<file path="config.mk">
export PLATFORM = sky130hd
export DESIGN_NAME = src_stream_writer
export DESIGN_NICKNAME = d
export VERILOG_FILES = /design/src/rtl/src_stream_pkg.sv /design/src/rtl/stream_skid_buf.sv /design/src/rtl/src_stream_writer.sv
export SDC_FILE = /design/constraint.sdc
export NUM_CORES = 1
export LEC_CHECK = 0
export ABC_CLOCK_PERIOD_IN_PS = 5100
export BUFFER_PORTS_ARGS = -buffer_cell sky130_fd_sc_hd__buf_2
export CELL_PAD_IN_SITES_DETAIL_PLACEMENT = 1
export CELL_PAD_IN_SITES_GLOBAL_PLACEMENT = 1
export CORE_MARGIN = 2
export CORE_UTILIZATION = 43
export CTS_CLUSTER_SIZE = 20
export DETAILED_ROUTE_END_ITERATION = 16
export GPL_TIMING_DRIVEN = 1
export PLACE_DENSITY_LB_ADDON = 0.25
export SLEW_MARGIN = 20
export SYNTH_ARGS = -nofsm -noshare
export SYNTH_HDL_FRONTEND = slang
export SYNTH_SLANG_ARGS = --single-unit
</file>
<file path="constraint.sdc">
create_clock -name clk -period 5.1 [get_ports clk]
set_input_delay 1.02 -clock clk [delete_from_list [all_inputs] [get_ports clk]]
set_output_delay 1.02 -clock clk [all_outputs]
set_load 0.02 [all_outputs]
</file>
<file path="src/rtl/src_stream_pkg.sv">
// Shared types and default widths for the source-stream writer.
package src_stream_pkg;

    localparam int DTW_DWIDTH = 16;
    localparam int AXI_DWIDTH = 32;
    localparam int ADDR_WIDTH = 15;
    localparam int SKID_DEPTH = 2;

    typedef enum logic [1:0] {
        IDLE  = 2'd0,
        FETCH = 2'd1,
        DRAIN = 2'd2,
        DONE  = 2'd3
    } state_t;

endpackage

</file>
<file path="src/rtl/stream_skid_buf.sv">
// Two-entry ring buffer that absorbs read data already in flight when the
// sink FIFO applies backpressure.
module stream_skid_buf
    import src_stream_pkg::*;
#(
    parameter int width = DTW_DWIDTH
) (
    input  logic             clk,
    input  logic             rst,
    input  logic             push,
    input  logic [width-1:0] push_data,
    input  logic             pop,
    output logic [width-1:0] head_data,
    output logic [1:0]       occupancy,
    output logic             nonempty
);

    logic [width-1:0] entries [SKID_DEPTH];
    logic             head_ptr;
    logic             tail_ptr;
    logic [1:0]       count;

    // Pointer and occupancy bookkeeping; push and pop in the same cycle
    // leave the count unchanged while keeping entries in arrival order.
    always_ff @(posedge clk) begin
        if (rst) begin
            head_ptr <= 1'b0;
            tail_ptr <= 1'b0;
            count    <= 2'd0;
        end else begin
            if (push) begin
                tail_ptr <= ~tail_ptr;
            end
            if (pop) begin
                head_ptr <= ~head_ptr;
            end
            case ({push, pop})
                2'b10:   count <= count + 2'd1;
                2'b01:   count <= count - 2'd1;
                default: count <= count;
            endcase
        end
    end

    // Storage array; contents need no reset because occupancy gates their use.
    always_ff @(posedge clk) begin
        if (push) begin
            entries[tail_ptr] <= push_data;
        end
    end

    assign head_data = entries[head_ptr];
    assign occupancy = count;
    assign nonempty  = (count != 2'd0);

    a_no_overflow: assert property (@(posedge clk) disable iff (rst)
        !(push && !pop && (count == 2'(SKID_DEPTH))));

    a_no_underflow: assert property (@(posedge clk) disable iff (rst)
        !(pop && (count == 2'd0)));

endmodule

</file>
<file path="src/rtl/src_stream_writer.sv">
// Producer side of the dtw_core source FIFO: reads a block of samples from
// a 1-cycle-latency memory and writes them, zero-extended, into the FIFO.
module src_stream_writer
    import src_stream_pkg::*;
#(
    parameter int dtw_dwidth = DTW_DWIDTH,
    parameter int axi_dwidth = AXI_DWIDTH,
    parameter int addr_width = ADDR_WIDTH
) (
    input  logic                  clk,
    input  logic                  rst,
    input  logic                  start,
    input  logic [addr_width-1:0] base_addr,
    input  logic [31:0]           stream_len,
    output logic                  running,
    output logic                  done,
    output logic [addr_width-1:0] mem_addr,
    input  logic [dtw_dwidth-1:0] mem_rdata,
    output logic                  sink_fifo_wren,
    input  logic                  sink_fifo_full,
    output logic [axi_dwidth-1:0] sink_fifo_data
);

    state_t                state;
    state_t                state_next;
    logic [addr_width-1:0] addr_q;
    logic [31:0]           remaining;
    logic                  inflight;
    logic                  issue;
    logic                  credit;
    logic                  pop;
    logic [1:0]            occupancy;
    logic                  nonempty;
    logic [dtw_dwidth-1:0] head_data;

    stream_skid_buf #(
        .width(dtw_dwidth)
    ) u_skid (
        .clk      (clk),
        .rst      (rst),
        .push     (inflight),
        .push_data(mem_rdata),
        .pop      (pop),
        .head_data(head_data),
        .occupancy(occupancy),
        .nonempty (nonempty)
    );

    // Write side: drain the buffer head whenever the FIFO can accept it.
    always_comb begin
        pop            = nonempty & ~sink_fifo_full;
        sink_fifo_wren = pop;
        sink_fifo_data = {{(axi_dwidth - dtw_dwidth){1'b0}}, head_data};
    end

    // Issue credit: buffered words plus the read in flight, less the word
    // leaving this cycle, must stay below the buffer depth.
    always_comb begin
        credit = ((3'(occupancy) + 3'(inflight)) < (3'(SKID_DEPTH) + 3'(pop)));
        issue  = (state == FETCH) && credit && (remaining != 32'd0);
    end

    // Next-state and status outputs.
    always_comb begin
        state_next = state;
        running    = 1'b0;
        done       = 1'b0;
        case (state)
            IDLE: begin
                if (start) begin
                    state_next = (stream_len != 32'd0) ? FETCH : DONE;
                end
            end
            FETCH: begin
                running = 1'b1;
                if (issue && (remaining == 32'd1)) begin
                    state_next = DRAIN;
                end
            end
            DRAIN: begin
                running = 1'b1;
                if (!inflight && !nonempty) begin
                    state_next = DONE;
                end
            end
            DONE: begin
                done       = 1'b1;
                state_next = IDLE;
            end
            default: state_next = IDLE;
        endcase
    end

    // State register, read address, remaining count and in-flight flag.
    always_ff @(posedge clk) begin
        if (rst) begin
            state     <= IDLE;
            addr_q    <= '0;
            remaining <= 32'd0;
            inflight  <= 1'b0;
        end else begin
            state    <= state_next;
            inflight <= issue;
            if ((state == IDLE) && start && (stream_len != 32'd0)) begin
                addr_q    <= base_addr;
                remaining <= stream_len;
            end else if (issue) begin
                addr_q    <= addr_q + addr_width'(1);
                remaining <= remaining - 32'd1;
            end
        end
    end

    assign mem_addr = addr_q;

endmodule

</file>
; ---- Word-level counts from Yosys, hierarchy flattened
; Memories as Yosys holds them, arrays and structs flattened. A register that Yosys moved wholly into a read port is not among the register bits.
; Cells that the tools add are included.
[classes]
n_addsub = 6
mul = 0
div_mod_pow = 0
n_lt_le_gt_ge = 1
eq_ne = 9
shifts = 0
n_mux = 16
bitwise_logic = 4
reduce_logical = 16
[ops]
columns = op, n
row1 = $mux W32, 2
row2 = $reduce_bool A32 Y1, 2
row3 = $eq A32 B1 Y1 const B, 1
row4 = $sub A32 B1 Y32 const B, 1
row5 = $mux W15, 2
row6 = $add A15 B1 Y15 const B, 1
row7 = $mux W2, 4
row8 = $pmux W2 S4, 1
row9 = $eq A2 B2 Y1 const B, 3
row10 = $logic_and A1 B1 Y1, 6
row11 = $mux W1, 6
row12 = $reduce_bool A2 Y1, 3
row13 = $eq A2 B1 Y1 const B, 2
row14 = $ne A2 B2 Y1 const B, 2
row15 = $pmux W2 S2, 1
row16 = $add A2 B1 Y3, 1
row17 = $add A2 B1 Y3 const A, 1
row18 = $lt A3 B3 Y1, 1
row19 = $not A1 Y1, 3
row20 = $reduce_and A3 Y1, 1
row21 = $add A2 B1 Y2 const B, 1
row22 = $logic_not A1 Y1, 2
row23 = $logic_not A2 Y1, 1
row24 = $ne A2 B1 Y1 const B, 1
row25 = other kinds (3), 3
[word_totals]
register_bits = 54
latch_bits = 0
mem_bits_rw = 32
rom_bits = 0
output_inout_bits = 50
wordCells = 60
n_memories = 1
[mem_list]
columns = name, words, word_bits, rd, rd_ports_with_merged_regs, wr, line
row1 = u_skid.entries, 2, 16, 1, 1, 1, stream_skid_buf.sv:18  ; logic [width-1:0] entries [SKID_DEPTH];

; ---- Depth between registers and ports, before layout
; Gate-level depths: netlist of run 1.
[logic_depth]
ltp_word = 9
ltp_mapped = 10

; ---- By module
; A second synthesis of run 1 with hierarchy kept.
[unflattened]
hier_cells = 440
area_unflattened_um2 = 4419.2
[modules_own_cells]
columns = mod, n_inst, cells_per_inst, area_per_inst_um2, seq_area_each_um2
row1 = src_stream_writer, 1, 369, 3069.2, 1001.0
row2 = stream_skid_buf, 1, 71, 1350.0, 1061.0

; ---- Worst setup path before layout of run 1
; No wires, ideal clock.
[synth_path]
path_kind = input to register
startpoint = input sink_fifo_full
endpoint = register state[0]
setup_ps = 91
t_arrival_ps = 2480
setup_slack_ps = 2529
stages = 5
n_path_buf = 0
path_cell_list = o31ai_2 > nand2_1 > o41ai_1 > a21oi_1 > a311oi_1
[synth_via]
elab_chain_len = 9
[synth_rtl]
columns = item, line
row1 = start: declaration, src_stream_writer.sv:20  ; input logic sink_fifo_full,
row2 = $not A1 Y1, src_stream_writer.sv:51  ; pop = nonempty & ~sink_fifo_full;
row3 = $and A1 B1 Y1, src_stream_writer.sv:51
row4 = $add A2 B1 Y3, src_stream_writer.sv:59  ; credit = ((3'(occupancy) + 3'(inflight)) < (3'(SKID_DEPTH) + 3'(pop)));
row5 = $lt A3 B3 Y1, src_stream_writer.sv:59
row6 = $logic_and A1 B1 Y1 (2 in series), src_stream_writer.sv:60  ; issue = (state == FETCH) && credit && (remaining != 32'd0);
row7 = $logic_and A1 B1 Y1, src_stream_writer.sv:76  ; if (issue && (remaining == 32'd1)) begin
row8 = $ne A2 B1 Y1 (no source line), n/a
row9 = $reduce_and A3 Y1 (no source line), n/a
row10 = end signal: assignment, src_stream_writer.sv:102  ; state <= state_next;
row11 = end: declaration, src_stream_writer.sv:24  ; state_t state;
; No other way between the ends.
; A chain may end at the register's enable or synchronous reset.

; ---- Worst setup path in the final report of run 1
; Ends and elaborated chain as after synthesis.

==> results.py, run 1 <==
metrics = {
    "route": {
        "drc_errors": 0,
        "antenna_left": 0,
        "wl_per_cell_um": 16.7,
        "wirelength_um": 11400,
        "dr.pass1.iters": 4,
        "via_per_inst": 5.29,
        "drt_iter0_markers": 116,
        "num_vias": 3602,
    },
    "global_routing": {
        "first_global_vias": 3755,
        "grt_usage_pct": 21.4,
        "grt_pass1_wl_um": 18700,
        "overflow": 0,
        "grt_max_degree": 42,
        "antenna_found_initial": 0,
    },
    "clock_network": {
        "clock_path_buffers": 2,
        "clockRootBuffer": "clkbuf_8",
        "cts.clk_slew.worst_paths_ps": 90,
        "cts_hold_buffers": 0,
        "clock-sinks": 87,
        "tritoncts": "done",
        "numCtsBuffers": 9,
        "cts_resized": 0,
        "h-tree-depth": 3,
        "cts_setup_buffers": 0,
        "clock_latency_ps": 370,
    },
    "worst_setup_path": {
        "slowest_delay_ps": 830,
        "endpoint_kind": "flip-flop",
        "crit_path_max_fanout": 11,
        "start_kind": "input port",
        "cp_cell_sequence": "buf_2, o31ai_2, nand2_1, o41ai_1, a21oi_1, a311oi_1",
        "cp.required_ps": 5380,
        "crit_path_top_delay_cell": "o41ai_1",
        "critPathLaunch": "sink_fifo_full",
        "arrival_ps": 3490,
        "r2r-start": "u_skid.occupancy[0]",
        "path_class": "in2reg",
    },
    "logic_synthesis": {
        "yosysWarnings": 0,
        "synth_cell_types": 47,
        "synth.cell_area_mm2": 0.00435,
        "ys_ff_latch": 87,
        "ys_async_sr_fraction_pct": 0,
        "syn-mean-instance-area_um2": 9.73,
        "netlist_instances": 447,
        "ys_seq_area_share_pct": 47.4,
        "synth-edff-count": 32,
        "synth_flop_cell": "dfxtp_1",
    },
    "placement": {
        "gp_congestion": 0.862,
        "portBuffers": 100,
        "dpl.hpwl_um": 8560,
        "dp_cells": 665,
        "place_area_mm2": 0.00491,
    },
    "sta": {
        "fin_skew_ps": 16.1,
        "min_period_ps": 3210,
        "setup_violations": 0,
        "worst_slew_pin_slew_ps": 767,
        "slew-limit-headroom_pct": 48.2,
        "max_freq_ghz": 0.311,
        "drv_slew": 0,
        "fin_tns_setup_ps": 0,
        "rsz0062_at_grt": "false",
        "min_period_over_period_pct": 63.0,
        "hold_viol": 0,
        "holdWs_ps": 536,
    },
    "layout": {
        "drive_gt1_share_pct": 26.5,
        "area_delta_synth_final_pct": 17.3,
        "final_core_util_pct": 52.0,
        "antenna_cells": 0,
        "nFillCells": 1184,
        "fin_nets": 621,
        "stdcell_count": 681,
        "fin_area_mm2": 0.00510,
    },
    "pwr": {
        "p_leak_nw": 1.92,
        "ir_drop_mv": 0.191,
        "power_density_mw_per_mm2": 511,
    },
    "hold_path": {
        "min_from": "u_skid.occupancy[1]",
        "hold_path_class": "reg2reg",
    },
    "outcome": {
        "outcome": "finished clean",
    },
    "run": {
        "drv_cap": 0,
    },
    "floorplan": {
        "boundaryPins": 117,
        "fp.dieW_um": 105,
        "num_rows": 36,
        "dieArea_mm2": 0.0109,
        "initial_core_util_pct": 44.3,
        "die_y_um": 105,
        "design.core.area_mm2": 0.00982,
    },
}
[through the flow]
step,power [mW],worst slack (ps)
after floorplan,1.82,2530
after global placement,2.09,1700
after detailed placement,2.13,1590
after CTS,2.62,1960
after global routing,2.79,1710
final,2.61,1890
[critical path, delay by kind of cell]
| kind | cells | cell delay, ps |
|---|---|---|
| AO/OA/AOI/OAI | 4 | 1910 |
| buffers and inverters | 1 | 120 |
| AND/OR/NAND/NOR | 1 | 440 |
[report_power, final]
part	switching, mW	internal, mW	total (mW)
logic	0.667	0.422	1.09
clock network	0.284	0.192	0.476
registers	0.167	0.874	1.04
total	1.12	1.49	2.61
[routing by layer]
| layer | global-route usage [%] | share of wire [%] | vias to the layer above |
|---|---|---|---|
| met5 | 0 | 0 | - |
| met4 | 7.90 | 1.7 | 0 |
| met3 | 2.87 | 4.0 | 13 |
| met2 | 37.0 | 49 | 87 |
| met1 | 27.2 | 45 | 1725 |
| li1 | - | - | 1777 |
[placed cells by master, fill, tap and decap left out, types with 2 or more instances in the layout]
master,n
buf_2,100
dfxtp_1,55
nand2_1,52
xnor2_1,32
o21ai_0,32
edfxtp_1,32
nor4_1,24
nor2_1,20
nor3_1,19
mux2_2,16
nand4_1,16
conb_1,16
xor2_1,15
o21ai_1,14
nand3_1,12
ha_1,11
clkbuf_8,9
inv_1,8
a21oi_1,6
and2_1,4
or4_1,4
and3_1,4
or3_1,4
nor4b_1,4
buf_4,4
a311oi_1,3
o211ai_1,2
or4_4,2
or3_4,2
nor3b_1,2
inv_6,2
inv_8,2
[kinds of logic (layout without fill, tap and decap cells)]
logic type      count (synthesis)  count (layout)  synth area share [%]
simple gates                  178             178                  22.0
flops                          87              87                  47.4
compound gates                 64              64                  8.28
xor+xnor                       47              47                  9.46
buf+inv                        42             128                  5.23
mux                            17              17                  4.37
fa+ha+maj                      11              11                  3.16
other cells                     1              16                0.0862
[path summary, 6_finish.rpt]
check,cells after the start,slack (ps),to
min reg2reg,2,540,u_skid.occupancy[1]
max,6,1890,state[0]
max reg2reg,6,1980,state[0]
min,2,540,u_skid.occupancy[1]
[cell usage after synthesis (8+ instances only)]
master    count  share of area (%)
mux2_2       16                4.1
o21ai_0      32                3.7
nor4_1       24                3.5
clkbuf_1     15                1.3
xor2_1       15                3.0
nand2_1      52                4.5
nand4_1      16                2.3
nor2_1       21                1.8
edfxtp_1     32                 22
buf_4        16                2.8
ha_1         11                3.2
inv_1         8               0.69
xnor2_1      32                6.4
o21ai_1      14                1.6
nand3_1      12                1.4
nor3_1       19                2.2
dfxtp_1      55                 25
[final cells by class]
| class | count | area [um^2] | area share (%) |
|---|---|---|---|
| clock buffers | 9 | 124 | 2.43 |
| clock inverters | 7 | 72.6 | 1.42 |
| inverters | 8 | 30.0 | 0.588 |
| multi-input cells | 333 | 2120 | 41.5 |
| flip-flops and latches | 87 | 2060 | 40.4 |
| well taps | 133 | 166 | 3.26 |
| repair buffers | 104 | 531 | 10.4 |
[registers in the layout, indices dropped and copies added (netlist names), named ones only]
signal,count
inflight,1
mem_addr,15
remaining,32
state,2
u_skid.entries,32
u_skid.head_ptr,1
u_skid.occupancy,2
u_skid.tail_ptr,1
Power figures use the tool's default switching activity.
==> inputs of run 2 (changes only) <==
--- a/config.mk
+++ b/config.mk
@@ -5,12 +5,12 @@
 export SDC_FILE = /design/constraint.sdc
 export NUM_CORES = 1
 export LEC_CHECK = 0
-export ABC_CLOCK_PERIOD_IN_PS = 5100
+export ABC_CLOCK_PERIOD_IN_PS = 3140
 export BUFFER_PORTS_ARGS = -buffer_cell sky130_fd_sc_hd__buf_2
 export CELL_PAD_IN_SITES_DETAIL_PLACEMENT = 1
 export CELL_PAD_IN_SITES_GLOBAL_PLACEMENT = 1
 export CORE_MARGIN = 2
-export CORE_UTILIZATION = 43
+export CORE_UTILIZATION = 40
 export CTS_CLUSTER_SIZE = 20
 export DETAILED_ROUTE_END_ITERATION = 16
 export GPL_TIMING_DRIVEN = 1
==> constraint.sdc (replaced) <==
create_clock -name clk -period 3.14 [get_ports clk]
set_input_delay 0.628 -clock clk [delete_from_list [all_inputs] [get_ports clk]]
set_output_delay 0.628 -clock clk [all_outputs]
set_load 0.02 [all_outputs]
==> run 2 against run 1 <==
  * Count of clock-buffer cells in the layout unchanged
  * Non-clock buffer count up 6
  * Worst setup slack worse by 1300 ps
  * Global-route usage down 1.1 points
  * Sequential cell count unchanged
  * Largest cell class unchanged
  * Utilization down 3.9 points
  * Register-to-register slack worse by 1400 ps
  * Die area up 7.2%
  * Via count up 1.2%
  * Critical path type is now reg2reg
==> results.py, run 2 (synthesis gave the netlist of run 1 again) <==
metrics = {
    "clock_network": {
        "clock-sinks": 87,
        "cts.clk_slew.worst_paths_ps": 100,
        "clockRootBuffer": "clkbuf_8",
        "cts_hold_buffers": 0,
        "h-tree-depth": 3,
        "tritoncts": "done",
        "cts_resized": 0,
        "numCtsBuffers": 9,
        "cts_setup_buffers": 0,
        "clock_path_buffers": 2,
        "clock_latency_ps": 370,
    },
    "route": {
        "drc_errors": 0,
        "wirelength_um": 11400,
        "via_per_inst": 5.26,
        "antenna_left": 0,
        "num_vias": 3647,
        "drt_iter0_markers": 176,
        "wl_per_cell_um": 16.5,
        "dr.pass1.iters": 4,
    },
    "sta": {
        "max_freq_ghz": 0.397,
        "fin_skew_ps": 14.0,
        "fin_tns_setup_ps": 0,
        "min_period_ps": 2520,
        "min_period_over_period_pct": 80.3,
        "slew-limit-headroom_pct": 50.8,
        "holdWs_ps": 441,
        "worst_slew_pin_slew_ps": 739,
        "setup_violations": 0,
        "hold_viol": 0,
        "rsz0062_at_grt": "false",
        "drv_slew": 0,
    },
    "worst_setup_path": {
        "r2r_end": "state[0]",
        "start_kind": "flip-flop",
        "crit_path_max_fanout": 11,
        "reg2regPathDepth": 7,
        "arrival_ps": 2800,
        "endpoint_kind": "flip-flop",
        "path_class": "reg2reg",
        "r2r_setup_slack_ps": 620,
        "crit_path_end": "state[0]",
        "cp.required_ps": 3420,
        "critPathLaunch": "u_skid.occupancy[0]",
        "r2r-start": "u_skid.occupancy[0]",
    },
    "layout": {
        "antenna_cells": 0,
        "fin_nets": 627,
        "nFillCells": 1298,
        "drive_gt1_share_pct": 27.3,
        "area_delta_synth_final_pct": 18.9,
        "layout_common_cells": "100 x buf_2, 55 x dfxtp_1, 52 x nand2_1",
        "final_common_cell": "buf_2",
        "final_core_util_pct": 48.1,
        "fin_area_mm2": 0.00517,
    },
    "hold_path": {
        "hold_path_class": "in2reg",
        "hold_path_depth": 1,
    },
    "run": {
        "drv_cap": 0,
    },
    "floorplan": {
        "die_y_um": 108,
        "fp.dieW_um": 108,
        "initial_core_util_pct": 40.5,
        "design.core.area_mm2": 0.0107,
        "num_rows": 38,
        "boundaryPins": 117,
        "dieArea_mm2": 0.0117,
    },
    "placement": {
        "dpl.hpwl_um": 8720,
        "place_area_mm2": 0.00496,
        "portBuffers": 100,
        "gp_congestion": 0.878,
    },
    "pwr": {
        "p_leak_nw": 1.95,
        "p_sw_share_pct": 41.6,
        "ir_drop_mv": 0.393,
        "total_power_mw": 4.33,
        "netSwitchingPower_mw": 1.80,
        "internal_power_mw": 2.53,
        "p_comb_share_pct": 41.7,
        "power_frac_seq_pct": 39.0,
        "p_clk_share_pct": 19.3,
        "power_density_mw_per_mm2": 837,
    },
    "global_routing": {
        "overflow": 0,
        "grt_usage_pct": 20.2,
        "first_global_vias": 3640,
        "grt_max_degree": 45,
        "antenna_found_initial": 0,
        "grt_pass1_wl_um": 18500,
    },
    "outcome": {
        "outcome": "finished clean",
    },
}
==> run 2: layer usage <==
metal | wire [um] | vias to the layer above | part of all wire, % | global-route usage (%)
met5 | 0 | - | 0 | 0
met4 | 191 | 0 | 1.7 | 7.69
met3 | 489 | 16 | 4.3 | 2.77
met2 | 5620 | 90 | 49 | 34.2
met1 | 5130 | 1742 | 45 | 26.3
li1 | - | 1799 | - | -
==> run 2: how the worst min path moves through the flow <==
stage,slack (ps),end,startpoint
after CTS,420,u_skid.entries[0][14],mem_rdata[14]
after global placement,490,u_skid.occupancy[1],u_skid.occupancy[1]
after detailed placement,510,u_skid.head_ptr,u_skid.head_ptr
after floorplan,480,u_skid.occupancy[1],u_skid.occupancy[1]
final,440,u_skid.entries[0][14],mem_rdata[14]
after global routing,430,u_skid.entries[0][11],mem_rdata[11]
==> run 2: power by group through the flow <==
stage | Clock [mW] | Sequential [mW] | Combinational, mW
final | 0.835 | 1.69 | 1.80
after global routing | 0.905 | 1.73 | 2.00
after CTS | 0.861 | 1.69 | 1.82
after detailed placement | 0 | 1.71 | 1.80
after global placement | 0 | 1.70 | 1.76
after floorplan | 0 | 1.67 | 1.29
==> run 2: layout make-up <==
class                   instances  area [um^2]  area share [%]
clock buffers                   9          124            2.39
clock inverters                 7         86.3            1.67
inverters                       8         30.0           0.581
multi-input cells             333         2120            41.0
flip-flops and latches         87         2060            39.9
well taps                     140          175            3.39
repair buffers                110          576            11.1
==> run 2: through the flow <==
| step | setup WS, ps | instances |
|---|---|---|
| finish | 620 | 694 |
| global route | 375 | 694 |
| CTS | 645 | 694 |
| detailed placement | 265 | 678 |
| global placement | 209 | 678 |
| floorplan | 898 | 462 |
==> run 2: critical path, stage by stage (launching register included) <==
cell and delay, ps:
dfxtp_1 420, ha_1 270, o31ai_2 410, nand2_1 400
o41ai_1 460, buf_4 190, a21oi_1 60, a311oi_1 230
==> inputs of run 3 (changes only) <==
--- a/config.mk
+++ b/config.mk
@@ -5,12 +5,12 @@
 export SDC_FILE = /design/constraint.sdc
 export NUM_CORES = 1
 export LEC_CHECK = 0
-export ABC_CLOCK_PERIOD_IN_PS = 3140
+export ABC_CLOCK_PERIOD_IN_PS = 2100
 export BUFFER_PORTS_ARGS = -buffer_cell sky130_fd_sc_hd__buf_2
 export CELL_PAD_IN_SITES_DETAIL_PLACEMENT = 1
 export CELL_PAD_IN_SITES_GLOBAL_PLACEMENT = 1
 export CORE_MARGIN = 2
-export CORE_UTILIZATION = 40
+export CORE_UTILIZATION = 36
 export CTS_CLUSTER_SIZE = 20
 export DETAILED_ROUTE_END_ITERATION = 16
 export GPL_TIMING_DRIVEN = 1
==> constraint.sdc (replaced) <==
create_clock -name clk -period 2.1 [get_ports clk]
set_input_delay 0.42 -clock clk [delete_from_list [all_inputs] [get_ports clk]]
set_output_delay 0.42 -clock clk [all_outputs]
set_load 0.02 [all_outputs]
==> run 3 against run 2 <==
  * The run now ends with setup timing left
  * Sequential cell count stayed put
  * Sequential share of layout area down 6.9 points
  * Sequential power rose by 46%
  * Register-to-register slack got worse by 810 ps
  * Non-clock buffer count grew 86
  * Die area up 11%
  * Worst hold slack got worse by 190 ps
  * Clock power up 95%
  * Largest power group unchanged
  * Highest routed layer unchanged
==> results.py, run 3 (synthesis gave the netlist of run 1 again) <==
metrics = {
    "outcome": {
        "outcome": "finished, violations left",
        "violations": "setup timing",
    },
    "global_routing": {
        "antenna_found_initial": 0,
        "first_global_vias": 4198,
        "grt_usage_pct": 21.1,
        "grt_pass1_wl_um": 21300,
        "overflow": 0,
        "grt_max_degree": 29,
    },
    "placement": {
        "dp_slack_ps": -302,
        "portBuffers": 100,
        "gp_congestion": 0.903,
        "dpl.hpwl_um": 9540,
        "place_area_mm2": 0.00555,
    },
    "worst_setup_path": {
        "start_kind": "flip-flop",
        "critPathLaunch": "remaining[4]",
        "cp_cell_sequence": "nor4_2, buf_4, nand4_1, buf_4, nor3_4, buf_4, buf_6, nor3_1, xnor2_1, o21ai_1",
        "endpoint_kind": "flip-flop",
        "cp.required_ps": 2330,
        "crit_top_cell": "buf_4",
        "r2r-start": "remaining[4]",
        "arrival_ps": 2530,
        "crit_path_top_delay_cell": "dfxtp_1",
        "slowest_delay_ps": 400,
        "crit_path_max_fanout": 6,
        "path_class": "reg2reg",
    },
    "floorplan": {
        "design.core.area_mm2": 0.0119,
        "fp.dieW_um": 114,
        "initial_core_util_pct": 36.5,
        "boundaryPins": 117,
        "dieArea_mm2": 0.0130,
        "die_y_um": 114,
        "num_rows": 40,
    },
    "route": {
        "drc_errors": 0,
        "num_vias": 4120,
        "via_per_inst": 5.24,
        "wl_per_cell_um": 18.3,
        "dr.pass1.iters": 4,
        "wirelength_um": 14400,
        "drt_iter0_markers": 154,
        "antenna_left": 0,
    },
    "sta": {
        "min_period_over_period_pct": 109,
        "drv_slew": 0,
        "fin_ws_ps": -193,
        "holdWs_ps": 251,
        "setup_violations": 45,
        "min_period_ps": 2290,
        "rsz0062_at_grt": "true",
        "max_freq_ghz": 0.436,
        "fin_skew_ps": 5.49,
        "hold_viol": 0,
    },
    "hold_path": {
        "hold_path_class": "in2reg",
        "min_from": "mem_rdata[11]",
    },
    "clock_network": {
        "tritoncts": "done",
        "h-tree-depth": 3,
        "clock_latency_ps": 360,
        "clock_path_buffers": 2,
        "numCtsBuffers": 9,
        "clock-sinks": 87,
        "clockRootBuffer": "clkbuf_16",
        "cts.clk_slew.worst_paths_ps": 70,
    },
    "layout": {
        "antenna_cells": 0,
        "area_delta_synth_final_pct": 44.3,
        "final_common_cell": "buf_2",
        "fin_area_mm2": 0.00628,
        "layout_common_cells": "100 x buf_2, 83 x buf_4, 52 x dfxtp_1",
        "fin_nets": 713,
        "drive_gt1_share_pct": 43.0,
    },
    "pwr": {
        "power_density_mw_per_mm2": 1350,
        "p_leak_nw": 2.49,
        "ir_drop_mv": 0.431,
    },
    "run": {
        "drv_cap": 0,
    },
}
run 3: changes by cell type in the layout (fill, tap and decap cells not counted), moves of 9 or more:
cell       change
clkbuf_16     +11
clkbuf_8       -9
buf_6          +9
o21ai_0       -12
o21ai_1       +10
buf_4         +73
run 3: where the power goes:
group	leakage, nW	switching (mW)	internal (mW)	total, mW
logic	1.60	2.37	1.98	4.35
clock network	0.148	0.737	0.896	1.63
registers	0.743	0.339	2.13	2.47
total	2.49	3.45	5.01	8.46
run 3: path summary, 6_finish.rpt:
kind,cells after the start,endpoint,slack (ps)
setup / recovery,10,remaining[5],-190
hold / removal,1,u_skid.entries[1][11],250
setup reg to reg,10,remaining[5],-190
hold reg to reg,2,u_skid.head_ptr,530
run 3: metrics by stage:
stage | total power [mW] | util (%) | cells | TNS [ps]
6_report | 8.46 | 52.7 | 787 | -5390
5_1_grt | 8.90 | 52.7 | 787 | -10550
4_1_cts | 7.83 | 50.3 | 778 | -1930
3_5_place_dp | 5.97 | 46.6 | 756 | -4940
3_3_place_gp | 5.86 | 46.6 | 756 | -3450
2_1_floorplan | 4.47 | - | 462 | -771
run 3: final cells by class:
cell class	instances	area [um^2]
Timing Repair Buffer	196	1310
Fill cell	1359	5640
Sequential cell	87	2070
Clock inverter	5	46.3
Tap cell	147	184
Clock buffer	11	254
Inverter	8	30.0
Multi-Input combinational cell	333	2390
run 3: what timing repair did:
item | CTS | global route
endpoints found under the setup margin | 47 | 50
endpoints found under the hold margin | 0 | 0
buffers inserted | 6 | 9
hold buffers | 0 | 0
gates cloned | 0 | 1
resized for setup | 20 | 44
pin swaps | 9 | 23
run 3: layer usage:
metal	vias up	global-route usage [%]	share of wire, %	routed length [um]
met5	-	0	0	0
met4	0	8.78	2.4	345
met3	29	4.30	4.7	675
met2	121	35.7	50	7240
met1	2001	26.3	43	6110
li1	1969	-	-	-
run 3: worst max-delay path: cells and delay by family (launching register included):
kind	cells	cell delay (ps)
buffers and inverters	4	670
AOI/OAI and AO/OA	1	90
and+or+nand+nor	4	830
DFF	1	400
xor gates and xnor gates	1	190
